File: config.mk
export PLATFORM = sky130hd
export DESIGN_NAME = mux_arbiter
export DESIGN_NICKNAME = d
export VERILOG_FILES = /design/src/rtl/mux_arbiter_pkg.sv /design/src/rtl/mux_arbiter_sat_counter.sv /design/src/rtl/mux_arbiter.sv
export SDC_FILE = /design/constraint.sdc
export NUM_CORES = 1
export LEC_CHECK = 0
export CELL_PAD_IN_SITES_DETAIL_PLACEMENT = 1
export CELL_PAD_IN_SITES_GLOBAL_PLACEMENT = 1
export CORE_ASPECT_RATIO = 1.4
export CORE_MARGIN = 4
export CORE_UTILIZATION = 44
export CTS_CLUSTER_DIAMETER = 40
export CTS_CLUSTER_SIZE = 28
export DETAILED_ROUTE_END_ITERATION = 8
export PLACE_DENSITY_LB_ADDON = 0.1
export SLEW_MARGIN = 20
export SYNTH_ARGS = -nofsm -noshare
export SYNTH_HDL_FRONTEND = slang
export SYNTH_SLANG_ARGS = --single-unit
File: constraint.sdc
create_clock -name clk -period 5.1 [get_ports clk]
set_input_delay 0.51 -clock clk [delete_from_list [all_inputs] [get_ports clk]]
set_output_delay 0.51 -clock clk [all_outputs]
set_load 0.02 [all_outputs]
File: src/rtl/mux_arbiter_pkg.sv
// mux_arbiter_pkg: shared state encodings and defaults for the Pong path arbiter.
package mux_arbiter_pkg;
    typedef enum logic [1:0] {
        ST_IDLE  = 2'd0,
        ST_OWN_A = 2'd1,
        ST_OWN_B = 2'd2
    } state_t;
    localparam int DEF_MAX_HOLD = 16;
    localparam int DEF_HOLD_W   = 5;
endpackage

File: src/rtl/mux_arbiter_sat_counter.sv
// sat_counter: saturating up-counter with sync clear and a terminal flag at LIMIT-1.
module sat_counter #(
    parameter int WIDTH = 5,
    parameter int LIMIT = 16
) (
    input  logic             clk,
    input  logic             rst_n,
    input  logic             i_clr,
    input  logic             i_en,
    output logic [WIDTH-1:0] o_cnt,
    output logic             o_term
);
    logic [WIDTH-1:0] r_cnt;
    assign o_cnt  = r_cnt;
    assign o_term = (r_cnt == WIDTH'(LIMIT - 1));
    always_ff @(posedge clk or negedge rst_n) begin
        if (!rst_n)
            r_cnt <= '0;
        else if (i_clr)
            r_cnt <= '0;
        else if (i_en && !o_term)
            r_cnt <= r_cnt + 1'b1;
    end
endmodule

File: src/rtl/mux_arbiter.sv
// mux_arbiter: two-requester round-robin arbiter driving the shared Mux select,
// with a bounded hold time while the other side is waiting.
module mux_arbiter
    import mux_arbiter_pkg::*;
#(
    parameter int MAX_HOLD = DEF_MAX_HOLD,
    parameter int HOLD_W   = DEF_HOLD_W
) (
    input  logic clk,
    input  logic reset_n,
    input  logic req_a,
    input  logic req_b,
    input  logic done_a,
    input  logic done_b,
    output logic gnt_a,
    output logic gnt_b,
    output logic sel,
    output logic busy,
    output logic preempt
);
    state_t            r_state, w_next;
    logic              r_last_a;
    logic              w_preempt, w_term, w_enter;
    logic [HOLD_W-1:0] w_unused_cnt;

    // Voluntary release is checked before the hold limit so a coincident
    // done never raises preempt.
    always_comb begin
        w_next    = r_state;
        w_preempt = 1'b0;
        case (r_state)
            ST_IDLE:
                w_next = (req_a && req_b) ? (r_last_a ? ST_OWN_B : ST_OWN_A) :
                         req_a ? ST_OWN_A : req_b ? ST_OWN_B : ST_IDLE;
            ST_OWN_A:
                if (done_a || !req_a)
                    w_next = req_b ? ST_OWN_B : ST_IDLE;
                else if (w_term && req_b) begin
                    w_next    = ST_OWN_B;
                    w_preempt = 1'b1;
                end
            ST_OWN_B:
                if (done_b || !req_b)
                    w_next = req_a ? ST_OWN_A : ST_IDLE;
                else if (w_term && req_a) begin
                    w_next    = ST_OWN_A;
                    w_preempt = 1'b1;
                end
            default:
                w_next = ST_IDLE;
        endcase
    end

    assign w_enter = (w_next != ST_IDLE) && (w_next != r_state);

    sat_counter #(
        .WIDTH(HOLD_W),
        .LIMIT(MAX_HOLD)
    ) u_hold (
        .clk   (clk),
        .rst_n (reset_n),
        .i_clr (w_enter),
        .i_en  (r_state != ST_IDLE),
        .o_cnt (w_unused_cnt),
        .o_term(w_term)
    );

    // sel only moves on a grant entry so the Mux output stays put through IDLE.
    always_ff @(posedge clk or negedge reset_n) begin
        if (!reset_n) begin
            r_state  <= ST_IDLE;
            r_last_a <= 1'b0;
            gnt_a    <= 1'b0;
            gnt_b    <= 1'b0;
            sel      <= 1'b1;
            busy     <= 1'b0;
            preempt  <= 1'b0;
        end else begin
            r_state <= w_next;
            gnt_a   <= (w_next == ST_OWN_A);
            gnt_b   <= (w_next == ST_OWN_B);
            busy    <= (w_next != ST_IDLE);
            preempt <= w_preempt;
            if (w_enter) begin
                r_last_a <= (w_next == ST_OWN_A);
                sel      <= (w_next == ST_OWN_A);
            end
        end
    end
endmodule
# ---- Word level (Yosys, flattened, before mapping)
# Index checks and enable logic that the tools add are counted.
dict set report totals {
  reg_bits 13
  in_bits 6
  output_inout_bits 5
  word_cells 46
}
dict set report op_classes {
  addsub 1
  eq_ne 6
  muxes 17
  reduce_logical 14
}
# op count
set op_table {}
lappend op_table {{2-to-1 mux 2 bit} 8}
lappend op_table {{2-to-1 mux 5 bit} 2}
lappend op_table {{one-hot mux 2 bit (3 select lines)} 1}
lappend op_table {{nonzero test 2 bit} 3}
lappend op_table {{adder 5 x 1 -> 5 bit (second input constant)} 1}
lappend op_table {{== test 5 x 4 -> 1 bit (second input constant)} 1}
lappend op_table {{logical AND 1 bit} 5}
lappend op_table {{2-to-1 mux 1 bit} 5}
lappend op_table {{== test 2 x 1 -> 1 bit (second input constant)} 2}
lappend op_table {{== test 2 bit (second input constant)} 2}
lappend op_table {{zero test 1 bit} 3}
lappend op_table {{zero test 2 bit} 1}
lappend op_table {{logical OR 1 bit} 2}
lappend op_table {{inequality test 2 bit} 1}
lappend op_table {{one-hot mux 1 bit (2 select lines)} 1}

# ---- Depth between registers and ports, before layout
dict set report logic_depth {
  word_depth 8
  mapped_depth 8
  depth_no_buf 8
}

# ---- By module
# Synthesis repeated with hierarchy kept, for this count alone.
dict set report hier_totals {
  cells_unflattened 80
  hier_area_um2 774.5
}
# module n_inst cells_per_inst area_per_inst_um2 seq_area_each_um2
set by_module_without_submodules {}
lappend by_module_without_submodules {mux_arbiter 1 57 514.2 201.4}
lappend by_module_without_submodules {sat_counter 1 23 260.2 125.1}

# ---- Worst setup path before layout
# No wires, ideal clock.
dict set report synth_path {
  path_type {reg-to-reg}
  start {register r_state[0]}
  end {register u_hold.r_cnt[0] (netlist: u_hold.o_cnt[0])}
  setup_ps 119
  t_arrival_ps 2104
  required_time_ps 4981
  path_slack_ps 2877
  path_stages_with_launch 9
  n_path_buf 1
  period_less_slack_ps 2223
  cell_sequence {dfrtp_1 -> clkbuf_1 -> inv_1 -> ha_1 -> and3b_1 -> a32o_1 -> o41a_1 -> o32a_1 -> and2_1}
}
dict set report synth_between {
  elab_chain_len 6
  elab_cells_between_ends 15
  cone_classes {eq/ne (3); mux (6); reduce/logical (6)}
}
# element line
set synth_lines {}
lappend synth_lines {{start: declaration} mux_arbiter.sv:21} ;# state_t r_state, w_next;
lappend synth_lines {{start signal: assignment} mux_arbiter.sv:79} ;# r_state <= w_next;
lappend synth_lines {{2-to-1 mux 2 bit, on equally long branches} {mux_arbiter.sv:45, mux_arbiter.sv:38}}
lappend synth_lines {{2-to-1 mux 2 bit, on equally long branches} {mux_arbiter.sv:43, mux_arbiter.sv:36}}
lappend synth_lines {{one-hot mux 2 bit (3 select lines)} mux_arbiter.sv:31} ;# case (r_state)
lappend synth_lines {{inequality test 2 bit or nonzero test 2 bit (tied branches)} mux_arbiter.sv:54} ;# assign w_enter = (w_next != ST_IDLE) && (w_next != r_state);
lappend synth_lines {{logical AND 1 bit} mux_arbiter.sv:54}
lappend synth_lines {{2-to-1 mux 5 bit or nonzero test 2 bit (tied branches)} n/a}
lappend synth_lines {{end signal: assignment} mux_arbiter_sat_counter.sv:22} ;# r_cnt <= r_cnt + 1'b1;
lappend synth_lines {{end: declaration} mux_arbiter_sat_counter.sv:13} ;# logic [WIDTH-1:0] r_cnt;
# Parallel ways exist; a longest one is shown, timed or not.
# A chain may end at the register's enable or synchronous reset.

# ---- Final worst setup path
dict set report layout_path {
  start {register r_state[0]}
  end {register u_hold.r_cnt[1] (netlist: u_hold.o_cnt[1])}
}
# Same word-level chain as after synthesis.

==> results.txt <==
The flow ran to the end, and the final reports show no timing, DRC or antenna violations. At the end of routability-driven placement, the weighted congestion stood at 0.796. The number of endpoints with negative hold slack in the final report is 0. The number of buffers added on ports came out at 10. The mux share of post-synthesis cell area came out at 0.0245.

The largest fanout on the critical path came out at 10. The maximum frequency from static timing analysis came out at 421 MHz. The leakage power figure came out at 0.455 nW. In this run the clock root is driven by a sky130_fd_sc_hd__clkbuf_4. The post-synth net total came out at 92. The initial cell density of the core is 0.466.

The cell type with the highest aggregate area in the netlist is sky130_fd_sc_hd__dfrtp_1. Of the total synthesized cell area, the portion taken by AND, OR, NAND and NOR gates is 0.199. Setup violations remaining at the end of the flow were counted as 0.

Sorting the synthesized cells by area gives the leading types as sky130_fd_sc_hd__dfrtp_1 (37%), sky130_fd_sc_hd__ha_1 (9.2%), sky130_fd_sc_hd__and2_1 (4.6%), sky130_fd_sc_hd__dfstp_2 (3.2%), sky130_fd_sc_hd__inv_1 (3.2%). Dividing total power by cell area gives a power density of 529 nW/um^2. The largest net degree at the start of global routing came out at 14. The detailed-route vias per instance came out at 5.85. The count of nets after finishing is 106.

The synthesized-area fraction occupied by ao, oa, aoi and oai cells came out at 0.217. The synthesized design contains 0 enable-type register cells. The floorplan has 18 rows. The sequential-to-total area share from yosys stat came out at 0.399.

The setup TNS is 0 ps. The number of inserted diodes is 0. The number of buffers inserted to repair setup after CTS came out at 0.

The post-route antenna net violation count came out at 0. Compared with the post-synthesis result, the final layout area differs by 18.0%. The worst-margin pin slew is roughly 600 ps. STA classifies the critical path endpoint as a flop.

The share of async-settable or async-resettable flops after synthesis came out at 1.00. At the end of the flow the core is filled with cells to 0.550. The dominant combinational cell family by area after synthesis is compound AO/OA/AOI/OAI gates.

The final routed wire length divided by cell count came out at 15.9 um. The die is between 50 and 60 um tall. The flip-flop and latch count after synthesis came out at 13. The final worst-path setup slack came out at 2730 ps. The area of the placeable core came out at 1760 sq um. The largest voltage drop on the vdd net is 0.000237 V. Traced cell by cell, the critical path runs through inv_1, ha_1, and3b_1, a32o_1, a211oi_4, o32a_1, a21boi_1. After layout, the minimum clock period comes to 2370 ps.

TritonCTS built the clock tree. On the critical path, the stage with the largest delay is an instance of sky130_fd_sc_hd__dfrtp_1. The number of design-rule violations left by the first detailed-router iteration is 2.

The clock reaches the later pin of the worst-skew pair after about 280 ps. STA classifies the critical path startpoint as a flop. The worst-case clock skew is 2.58 ps. The number of global-route vias before repair is 752. The count of distinct cell types in the synthesized netlist is 31. The average footprint of a synthesized cell came out at 10.2 sq um.

The count of synthesis-stage warnings from yosys is 0. The pre-CTS setup slack is 2570 ps. Setup repair after global routing left no endpoint under its margin. The number of sinks handled by clock tree synthesis came out at 13. The tool flagged a number of max-cap violations equal to 0. The XOR/XNOR share of the synthesized area is 0.0321. The synthesized instance count is 80.

Of the total synthesized cell area, the portion taken by full adders, half adders and majority gates is 0.0917. The first global-routing pass estimated 3170 um of wire. The number of H-tree branching levels came out at 1. The portion of the clock cycle consumed by the worst path in the final layout is 0.465.

The required time reported for the critical path endpoint came out at 5300 ps. The longest clock path from root to sink contains 2 buffers. For this run, the slowest stage of the critical path takes a little under 600 ps. The arrival time at the worst endpoint is about 2600 ps. In this run the tightest slew margin relative to its limit is 0.608. The cell area after synthesis is 818 sq um. The share of the synthesized area in the top cell type came out at 0.367. The register clock-pin slew on the reported worst setup and hold paths came out at around 80 ps.

Counting the buffers created by CTS gives 3. The detailed-placement wirelength estimate came out at 1460 um. The path category of the worst min-delay check is reg -> reg. In the synthesized netlist the dominant register cell turns out to be sky130_fd_sc_hd__dfrtp_1. The fraction of layout cells with a size suffix above 1 is 0.0753. The overall die area is ~2600 sq um. The number of antenna violations at the first check in global routing came out at 0.

The final hold slack is 534 ps. The aggregate routed wire length came out at 1800 um. The total power after layout is 0.511 mW. The filler cell count in the final layout came out at 206. The total global-route track usage came out at 0.163. The via total after detailed routing is 661. In this run the count of I/O pins placed on the die edge is 11. The number of iterations in the first detailed-routing pass came out at 4. The number of max-slew violations in the final report came out at 0. The critical path in this run is classified as reg -> reg. The post-cts hold buffer count came out at 0. The number of gates resized after cts is 0. The overall overflow remaining after global route is 0.

The count of unresolved DRC violations after routing is 0. The die width is 44.4 um.
cell usage after synthesis, types with 2 or more instances:
cell,count
sky130_fd_sc_hd__dfrtp_1,12
sky130_fd_sc_hd__o311a_1,2
sky130_fd_sc_hd__a32o_1,2
sky130_fd_sc_hd__xnor2_1,2
sky130_fd_sc_hd__a21oi_1,4
sky130_fd_sc_hd__inv_1,7
sky130_fd_sc_hd__nand4_1,2
sky130_fd_sc_hd__nor2_1,2
sky130_fd_sc_hd__a21boi_1,2
sky130_fd_sc_hd__and2_1,6
sky130_fd_sc_hd__ha_1,6
sky130_fd_sc_hd__nand2b_1,4
sky130_fd_sc_hd__and3_1,2
sky130_fd_sc_hd__mux2i_1,2
sky130_fd_sc_hd__nand2_1,7
sky130_fd_sc_hd__o221ai_1,2
sky130_fd_sc_hd__and3b_1,2
metal layers:
layer,up-vias,GRT usage,routed length (um)
met2,5,0.302,1020
met3,4,0.0182,28
met5,-,0,0
met4,0,0.0647,21
met1,336,0.183,728
li1,316,-,-
cell type report:
cell class	count	area (sq um)	area share
timing repair buffer	10	100	0.104
tap	20	25.0	0.0259
inverter	7	26.3	0.0272
sequential	13	327	0.338
multi-input combinational	59	462	0.478
clock buffer	4	26.3	0.0272
worst max-delay path, delay by kind of cell (launching register included):
kind / cells / cell delay (ps)
AO/OA/AOI/OAI: 4 / 1100
flip-flops: 1 / 580
adder cells (fa/ha/maj): 1 / 260
AND/OR/NAND/NOR: 1 / 220
buffers and inverters: 1 / 150
flip-flops by register name (all words and copies together) (netlist names):
register	count
r_state	2
sel	1
busy	1
u_hold.o_cnt	5
preempt	1
r_last_a	1
gnt_b	1
gnt_a	1
logic make-up after synthesis:
family,count (synthesis)
AOI/OAI and AO/OA,20
xor gates and xnor gates,3
adders and majority gates,6
buffers and inverters,8
DFF,13
muxes,2
and+or+nand+nor,28
final timing paths:
kind                                                  start                          end  slack (ps)  cells past startpoint
worst max-delay path                   r_state[0]$_DFF_PN0_  u_hold.o_cnt[1]$_DFFE_PN0P_        2730                      7
worst min-delay path            u_hold.o_cnt[4]$_DFFE_PN0P_  u_hold.o_cnt[4]$_DFFE_PN0P_         530                      1
worst max register to register         r_state[0]$_DFF_PN0_  u_hold.o_cnt[1]$_DFFE_PN0P_        2730                      7
worst min register to register  u_hold.o_cnt[4]$_DFFE_PN0P_  u_hold.o_cnt[4]$_DFFE_PN0P_         530                      1
max in group asynchronous                           reset_n         r_state[1]$_DFF_PN0_        4120                      1
min in group asynchronous                           reset_n               busy$_DFF_PN0_         600                      1
power by group:
group          switching (mW)  internal [mW]
clock network          0.0348         0.0303
logic                   0.137          0.127
registers              0.0394          0.143
total                   0.211          0.300
stage by stage:
step                std cells  area [sq um]
floorplan                  80           818
global placement          109           940
detailed placement        109           940
CTS                       113           966
global route              113           966
finish                    113           966
cells in the final DEF (no fill, tap or decap), drive strengths merged, types with 2 or more instances in the layout:
master and count:
a21boi 2, a21oi 4, a32o 2, and2 6
and3 2, and3b 2, clkbuf 4, clkdlybuf4s50 10
dfrtp 12, ha 6, inv 7, mux2i 2
nand2 7, nand2b 4, nand4 2, nor2 2
o221ai 2, o311a 2, xnor2 2
Note: power is estimated with default switching activity, not from simulation.
